--- src/rtl/uart_tx_arbiter_if.sv ---
// Bundle of the two requester byte streams and the shared uart_tx pins.
// master = requesters plus uart_tx side; slave = the arbiter itself.
interface uart_tx_arbiter_if;
    logic       req0_valid;
    logic [7:0] req0_data;
    logic       req0_last;
    logic       req0_ready;

    logic       req1_valid;
    logic [7:0] req1_data;
    logic       req1_last;
    logic       req1_ready;

    logic       tx_start;
    logic [7:0] tx_data;
    logic       tx_busy;

    logic [1:0] grant;
    logic       pkt_abort;

    modport master (
        output req0_valid, req0_data, req0_last,
        output req1_valid, req1_data, req1_last,
        output tx_busy,
        input  req0_ready, req1_ready,
        input  tx_start, tx_data, grant, pkt_abort
    );

    modport slave (
        input  req0_valid, req0_data, req0_last,
        input  req1_valid, req1_data, req1_last,
        input  tx_busy,
        output req0_ready, req1_ready,
        output tx_start, tx_data, grant, pkt_abort
    );
endinterface

--- src/rtl/uart_tx_arbiter.sv ---
// Packet-level round-robin arbiter sharing one uart_tx between two byte streams.
// A grant lasts from a packet's first byte to its last; a hold timeout reclaims a stalled link.
module uart_tx_arbiter #(
    parameter int HOLD_TIMEOUT = 1250000
) (
    input  logic               clk,
    input  logic               rst_n,
    uart_tx_arbiter_if.slave   bus
);

    localparam int CNT_W = (HOLD_TIMEOUT > 0) ? $clog2(HOLD_TIMEOUT + 1) : 1;
    localparam logic [CNT_W-1:0] CNT_LAST = (HOLD_TIMEOUT > 0) ? CNT_W'(HOLD_TIMEOUT - 1) : '0;
    localparam logic [CNT_W-1:0] CNT_MAX  = '1;

    typedef enum logic [2:0] {
        IDLE,
        START,
        GAP,
        WAIT,
        HOLD
    } state_t;

    state_t           state;
    state_t           state_nxt;
    logic [7:0]       tx_data_q;
    logic [7:0]       tx_data_nxt;
    logic             pkt_last_q;
    logic             pkt_last_nxt;
    logic [1:0]       grant_q;
    logic [1:0]       grant_nxt;
    logic             last_srv_q;
    logic             last_srv_nxt;
    logic [CNT_W-1:0] hold_cnt_q;
    logic [CNT_W-1:0] hold_cnt_nxt;
    logic             tx_start_q;
    logic             tx_start_nxt;
    logic             pkt_abort_q;
    logic             pkt_abort_nxt;
    logic             ready0;
    logic             ready1;
    logic             take;
    logic             sel1;
    logic             win1;
    logic             owner_valid;

    // Requester 1 wins only when it is alone or requester 0 was served last.
    assign win1        = bus.req1_valid && (!bus.req0_valid || !last_srv_q);
    assign owner_valid = grant_q[1] ? bus.req1_valid : bus.req0_valid;

    always_ff @(posedge clk or negedge rst_n) begin
        if (!rst_n) begin
            state       <= IDLE;
            tx_data_q   <= 8'h00;
            pkt_last_q  <= 1'b0;
            grant_q     <= 2'b00;
            last_srv_q  <= 1'b1;
            hold_cnt_q  <= '0;
            tx_start_q  <= 1'b0;
            pkt_abort_q <= 1'b0;
        end else begin
            state       <= state_nxt;
            tx_data_q   <= tx_data_nxt;
            pkt_last_q  <= pkt_last_nxt;
            grant_q     <= grant_nxt;
            last_srv_q  <= last_srv_nxt;
            hold_cnt_q  <= hold_cnt_nxt;
            tx_start_q  <= tx_start_nxt;
            pkt_abort_q <= pkt_abort_nxt;
        end
    end

    always_comb begin
        state_nxt     = state;
        tx_data_nxt   = tx_data_q;
        pkt_last_nxt  = pkt_last_q;
        grant_nxt     = grant_q;
        last_srv_nxt  = last_srv_q;
        hold_cnt_nxt  = hold_cnt_q;
        tx_start_nxt  = 1'b0;
        pkt_abort_nxt = 1'b0;
        ready0        = 1'b0;
        ready1        = 1'b0;
        take          = 1'b0;
        sel1          = 1'b0;

        case (state)
            IDLE: begin
                ready0 = bus.req0_valid && !win1;
                ready1 = win1;
                if (bus.req0_valid || bus.req1_valid) begin
                    take = 1'b1;
                    sel1 = win1;
                end
            end

            START: state_nxt = GAP;

            // tx_busy may still be low here because uart_tx flags busy a cycle late.
            GAP: state_nxt = WAIT;

            WAIT: begin
                if (!bus.tx_busy) begin
                    if (pkt_last_q) begin
                        last_srv_nxt = grant_q[1];
                        grant_nxt    = 2'b00;
                        state_nxt    = IDLE;
                    end else begin
                        hold_cnt_nxt = '0;
                        state_nxt    = HOLD;
                    end
                end
            end

            HOLD: begin
                ready0 = !grant_q[1];
                ready1 = grant_q[1];
                if (owner_valid) begin
                    take = 1'b1;
                    sel1 = grant_q[1];
                end else if (HOLD_TIMEOUT != 0 && hold_cnt_q == CNT_LAST) begin
                    pkt_abort_nxt = 1'b1;
                    last_srv_nxt  = grant_q[1];
                    grant_nxt     = 2'b00;
                    state_nxt     = IDLE;
                end else if (hold_cnt_q != CNT_MAX) begin
                    hold_cnt_nxt = hold_cnt_q + 1'b1;
                end
            end

            default: state_nxt = IDLE;
        endcase

        if (take) begin
            tx_data_nxt  = sel1 ? bus.req1_data : bus.req0_data;
            pkt_last_nxt = sel1 ? bus.req1_last : bus.req0_last;
            grant_nxt    = sel1 ? 2'b10 : 2'b01;
            tx_start_nxt = 1'b1;
            state_nxt    = START;
        end
    end

    // Ready is forced low while reset is held, even though the FSM sits in IDLE.
    assign bus.req0_ready = ready0 && rst_n;
    assign bus.req1_ready = ready1 && rst_n;
    assign bus.tx_start   = tx_start_q;
    assign bus.tx_data    = tx_data_q;
    assign bus.grant      = grant_q;
    assign bus.pkt_abort  = pkt_abort_q;

endmodule
--- src/flat_wrapper.sv ---
// flat-port wrapper written by rule: the top's interface ports become plain ports
module uart_tx_arbiter_flat 
#(
    parameter int HOLD_TIMEOUT = 1250000
)
  (clk, rst_n, bus_req0_valid, bus_req0_data, bus_req0_last, bus_req1_valid, bus_req1_data, bus_req1_last, bus_tx_busy, bus_req0_ready, bus_req1_ready, bus_tx_start, bus_tx_data, bus_grant, bus_pkt_abort);
  uart_tx_arbiter_if bus_i ();
  input  logic clk;
  input  logic rst_n;
  input wire logic [$bits(bus_i.req0_valid)-1:0] bus_req0_valid;
  input wire logic [$bits(bus_i.req0_data)-1:0] bus_req0_data;
  input wire logic [$bits(bus_i.req0_last)-1:0] bus_req0_last;
  input wire logic [$bits(bus_i.req1_valid)-1:0] bus_req1_valid;
  input wire logic [$bits(bus_i.req1_data)-1:0] bus_req1_data;
  input wire logic [$bits(bus_i.req1_last)-1:0] bus_req1_last;
  input wire logic [$bits(bus_i.tx_busy)-1:0] bus_tx_busy;
  output wire logic [$bits(bus_i.req0_ready)-1:0] bus_req0_ready;
  output wire logic [$bits(bus_i.req1_ready)-1:0] bus_req1_ready;
  output wire logic [$bits(bus_i.tx_start)-1:0] bus_tx_start;
  output wire logic [$bits(bus_i.tx_data)-1:0] bus_tx_data;
  output wire logic [$bits(bus_i.grant)-1:0] bus_grant;
  output wire logic [$bits(bus_i.pkt_abort)-1:0] bus_pkt_abort;
  assign bus_i.req0_valid = bus_req0_valid;
  assign bus_i.req0_data = bus_req0_data;
  assign bus_i.req0_last = bus_req0_last;
  assign bus_i.req1_valid = bus_req1_valid;
  assign bus_i.req1_data = bus_req1_data;
  assign bus_i.req1_last = bus_req1_last;
  assign bus_i.tx_busy = bus_tx_busy;
  assign bus_req0_ready = bus_i.req0_ready;
  assign bus_req1_ready = bus_i.req1_ready;
  assign bus_tx_start = bus_i.tx_start;
  assign bus_tx_data = bus_i.tx_data;
  assign bus_grant = bus_i.grant;
  assign bus_pkt_abort = bus_i.pkt_abort;
  uart_tx_arbiter #(.HOLD_TIMEOUT(HOLD_TIMEOUT)) u_core (.clk(clk), .rst_n(rst_n), .bus(bus_i));
endmodule
--- config.mk ---
export PLATFORM = sky130hd
export DESIGN_NAME = uart_tx_arbiter_flat
export DESIGN_NICKNAME = d
export VERILOG_FILES = /design/src/rtl/uart_tx_arbiter_if.sv /design/src/rtl/uart_tx_arbiter.sv /design/src/flat_wrapper.sv
export SDC_FILE = /design/constraint.sdc
export NUM_CORES = 1
export LEC_CHECK = 0
export ABC_AREA = 1
export CORE_MARGIN = 2
export CORE_UTILIZATION = 50
export CTS_BUF_LIST = sky130_fd_sc_hd__clkbuf_2 sky130_fd_sc_hd__clkbuf_4 sky130_fd_sc_hd__clkbuf_8
export DETAILED_ROUTE_END_ITERATION = 6
export PLACE_DENSITY = 0.74
export REMOVE_ABC_BUFFERS = 1
export SLEW_MARGIN = 30
export SYNTH_ARGS = -nofsm -noshare
export SYNTH_HDL_FRONTEND = slang
export SYNTH_SLANG_ARGS = --single-unit
export TNS_END_PERCENT = 100
--- constraint.sdc ---
create_clock -name clk -period 1.7 [get_ports clk]
set_clock_uncertainty 0.1 [all_clocks]
set_input_delay 0.17 -clock clk [delete_from_list [all_inputs] [get_ports clk]]
set_output_delay 0.17 -clock clk [all_outputs]
set_load 0.02 [all_outputs]
==> summary.txt <==
Run status
  • Status: finished, violations left
  • Failing checks: negative setup slack

STA
  • Slew Limit Fails: 0
  • Worst setup slack after layout: -0.114 ns
  • Hold Vio Cnt, Final: 0
  • Final setup viols: 23
  • Least-Margin Pin Slew: 0.504 ns
  • Min Tclk post-route: 1.81 ns
  • Unrepaired setup endpoints after global routing: yes
  • Slew headroom: 66.4%
  • Max Clock Freq: 551 MHz
  • Final period utilization: 107%

Critical path
  • Max incr delay on CP: 0.40 ns
  • RR Endpoint: u_core.hold_cnt_q[0]
  • Worst path depth: 11
  • Critical-path cell list: inv_2, nand2_4, nor2_8, buf_4, buf_8, nand4_1, nand2_2, nor2_4, clkbuf_16, nand2_1, nand2_1
  • Worst path top cell family by delay: simple AND/OR/NAND/NOR gates
  • Max Fanout on Critical Path: 8
  • Worst setup SP type: register
  • Most used cell along the critical path: nand2_1
  • R2R depth: 11
  • CP max stage cell: dfrtp_1
  • Critical Path RT: 1.78 ns
  • Crit path DAT: 1.89 ns
  • Setup Crit Path Kind: reg -> reg
  • R2r setup slk: -0.11 ns
  • CP endpoint kind: register
  • Crit path capture: u_core.hold_cnt_q[0]
  • Reg-to-Reg Start: u_core.state[1]
  • CP startpoint: u_core.state[1]
  • WP buf/inv: 4

Finish
  • Area of the multi-input gates: 1290 µm²
  • Layout cells sized above 1: 20.5%
  • Fin area: 3310 µm²
  • Nets: 447
  • Fill cells: 382
  • Area growth, synth to finish: 39.0%
  • Ant. Diodes: 0
  • Most frequent cells in the layout: nand2_1, nor2_1, dfrtp_1
  • Leading cell type in the layout, fill and taps excluded: nand2_1
  • End-of-flow core utilization: 71.0%
  • Storage cell area: 953 µm²

Pwr
  • VDD IR-drop max: 0.874 mV
  • Pleak: 0.00162 µW
  • P per Cell Area: 1310 nW/µm²

Route
  • Drt via density: 5.17
  • Residual DRC: 0
  • Vias: 2469
  • DR iter-0 viols: 180
  • Antenna viol nets, final: 0
  • WL per Instance: 13.4 µm
  • Final wirelength: 6.43 mm
  • First-pass iteration count of the detailed router: 4

Global routing
  • Initial antenna violation count: 0
  • Met1 usage: 31.4%
  • Congestion Overflow GR: 0
  • Met2 Usage GRT: 42.7%
  • First-pass GRT wire length: 10.3 mm
  • M3 GR Usage: 4.14%
  • Total track usage: 24.6%
  • Vias in the first global route: 2306
  • Busiest grt layer: met2
  • Largest net degree at the start of global routing: 39

Place
  • Dpl hpwl: 4.12 mm
  • Port Buffer Count: 36
  • RePlAce Congestion: 0.856
  • DP Area: 2950 µm²

Clocking
  • Worst-skew pair later-pin latency: 0.29 ns
  • Clk root buf: clkbuf_8
  • Htree depth: 2
  • CTS tree: built
  • Max clock buf depth: 2
  • CTS sink count: 38
  • Cts bufs inserted: 5
  • Clock-pin slew on the worst setup and hold paths: 0.08 ns

Floorplanning
  • # rows: 25
  • Die W: 73.0 µm
  • I/O pins: 37
  • Chip height: 73.0 µm
  • Die ar.: 5330 µm²
  • Core area: 4660 µm²
  • Initial Util: 51.1%

Synth
  • Post-Syn Instances: 348
  • Post-Syn Area: 2380 µm²
  • Synth Flop Type: dfrtp_1
  • Post-synth EDFFs: 0
  • Synth unique cells: 32
  • Seq/Total Area, Yosys: 40.0%
  • Synth Warn #: 0
  • Synth Area per Inst: 6.84 µm²
  • Yosys reg bits: 38
  • Post-synthesis async set-or-reset flop share: 100%

Hold path
  • Hold Crit Class: in -> reg

Job
  • Max Cap Viol: 0
[layer usage]
metal / wire, µm / up-vias
met5: 0 / -
met4: 76 / 0
met3: 278 / 8
met2: 3340 / 55
met1: 2730 / 1169
li1: - / 1237
[worst min path at each step]
stage | startpoint | endpoint | slack [ns] | cells past startpoint
floorplan | rst_n | u_core.bus.grant[0] | -0.23 | 0
global placement | rst_n | u_core.hold_cnt_q[16] | 0.20 | 2
detailed placement | rst_n | u_core.hold_cnt_q[16] | 0.20 | 2
CTS | bus_req1_data[4] | u_core.bus.tx_data[4] | 0.34 | 3
global route | bus_req1_data[4] | u_core.bus.tx_data[4] | 0.35 | 3
finish | bus_req1_data[4] | u_core.bus.tx_data[4] | 0.33 | 3
[sequential cells by signal (all words and copies together), names as in the netlist]
signal	count
u_core.hold_cnt_q	21
u_core.bus.tx_data	8
u_core.state	3
u_core.bus.grant	2
u_core.bus.pkt_abort	1
u_core.bus.tx_start	1
u_core.last_srv_q	1
u_core.pkt_last_q	1
[worst register-to-register path, stage by stage, from the launching register on]
cell and delay (ns):
dfrtp_1 0.40, inv_2 0.08, nand2_4 0.08, nor2_8 0.09, buf_4 0.14, buf_8 0.10, nand4_1 0.21, nand2_2 0.16
nor2_4 0.06, clkbuf_16 0.17, nand2_1 0.06, nand2_1 0.05
[cells by family (layout without fill, tap and decap cells)]
| kind of cell | count (synthesis) | after routing | synth area share (%) |
|---|---|---|---|
| AOI/OAI and AO/OA | 23 | 23 | 5.83 |
| xor gates and xnor gates | 3 | 3 | 1.10 |
| adders and majority gates | 1 | 1 | 0.525 |
| buffers and inverters | 45 | 121 | 9.04 |
| DFF | 38 | 38 | 40.0 |
| and+or+nand+nor | 238 | 238 | 43.5 |
[timing repair]
| action | in CTS | in global routing |
|---|---|---|
| setup buffers | 6 | 5 |
| endpoints found under the setup margin | 25 | 35 |
| hold buffers | 1 | 0 |
| pin swaps | 3 | 7 |
| cloned | 0 | 1 |
| hold endpoints to repair | 37 | 0 |
| resized for setup | 27 | 16 |
[report_power, final]
group / switching, µW / internal, µW / total (µW)
logic: 1250 / 1110 / 2360
clock network: 334 / 410 / 744
registers: 120 / 1120 / 1240
[cells in the mapped netlist, drive strengths merged (2+ instances only)]
library cell | instances | area (µm²)
buf | 10 | 83.8
nor2 | 51 | 238
dfrtp | 37 | 926
inv | 34 | 128
xor2 | 2 | 17.5
o21ai | 11 | 66.3
nand4 | 4 | 31.3
nand3 | 37 | 190
o21bai | 2 | 15.0
nor3 | 5 | 30.0
nand2 | 139 | 534
a21oi | 7 | 35.0
or2 | 2 | 12.5
[layout make-up]
class	count	share of cell area [%]
repair buffers	79	23.0
well taps	54	2.04
clock buffers	8	3.33
multi-input cells	265	38.9
inverters	34	3.93
flip-flops and latches	38	28.8
[metrics by stage]
| stage | worst slack [ns] | setup TNS [ns] | power (µW) | hold slack (ns) | cells |
|---|---|---|---|---|---|
| 3_5_place_dp | -0.288 | -7.89 | 3210 | 0.201 | 457 |
| 5_1_grt | -0.169 | -3.56 | 4610 | 0.345 | 478 |
| 6_report | -0.114 | -1.59 | 4350 | 0.333 | 478 |
| 3_3_place_gp | -0.248 | -5.77 | 3170 | 0.195 | 457 |
| 4_1_cts | -0.0472 | -0.196 | 4100 | 0.336 | 472 |
| 2_1_floorplan | -0.223 | -1.32 | 2250 | -0.226 | 337 |
Power figures use the tool's default switching activity.
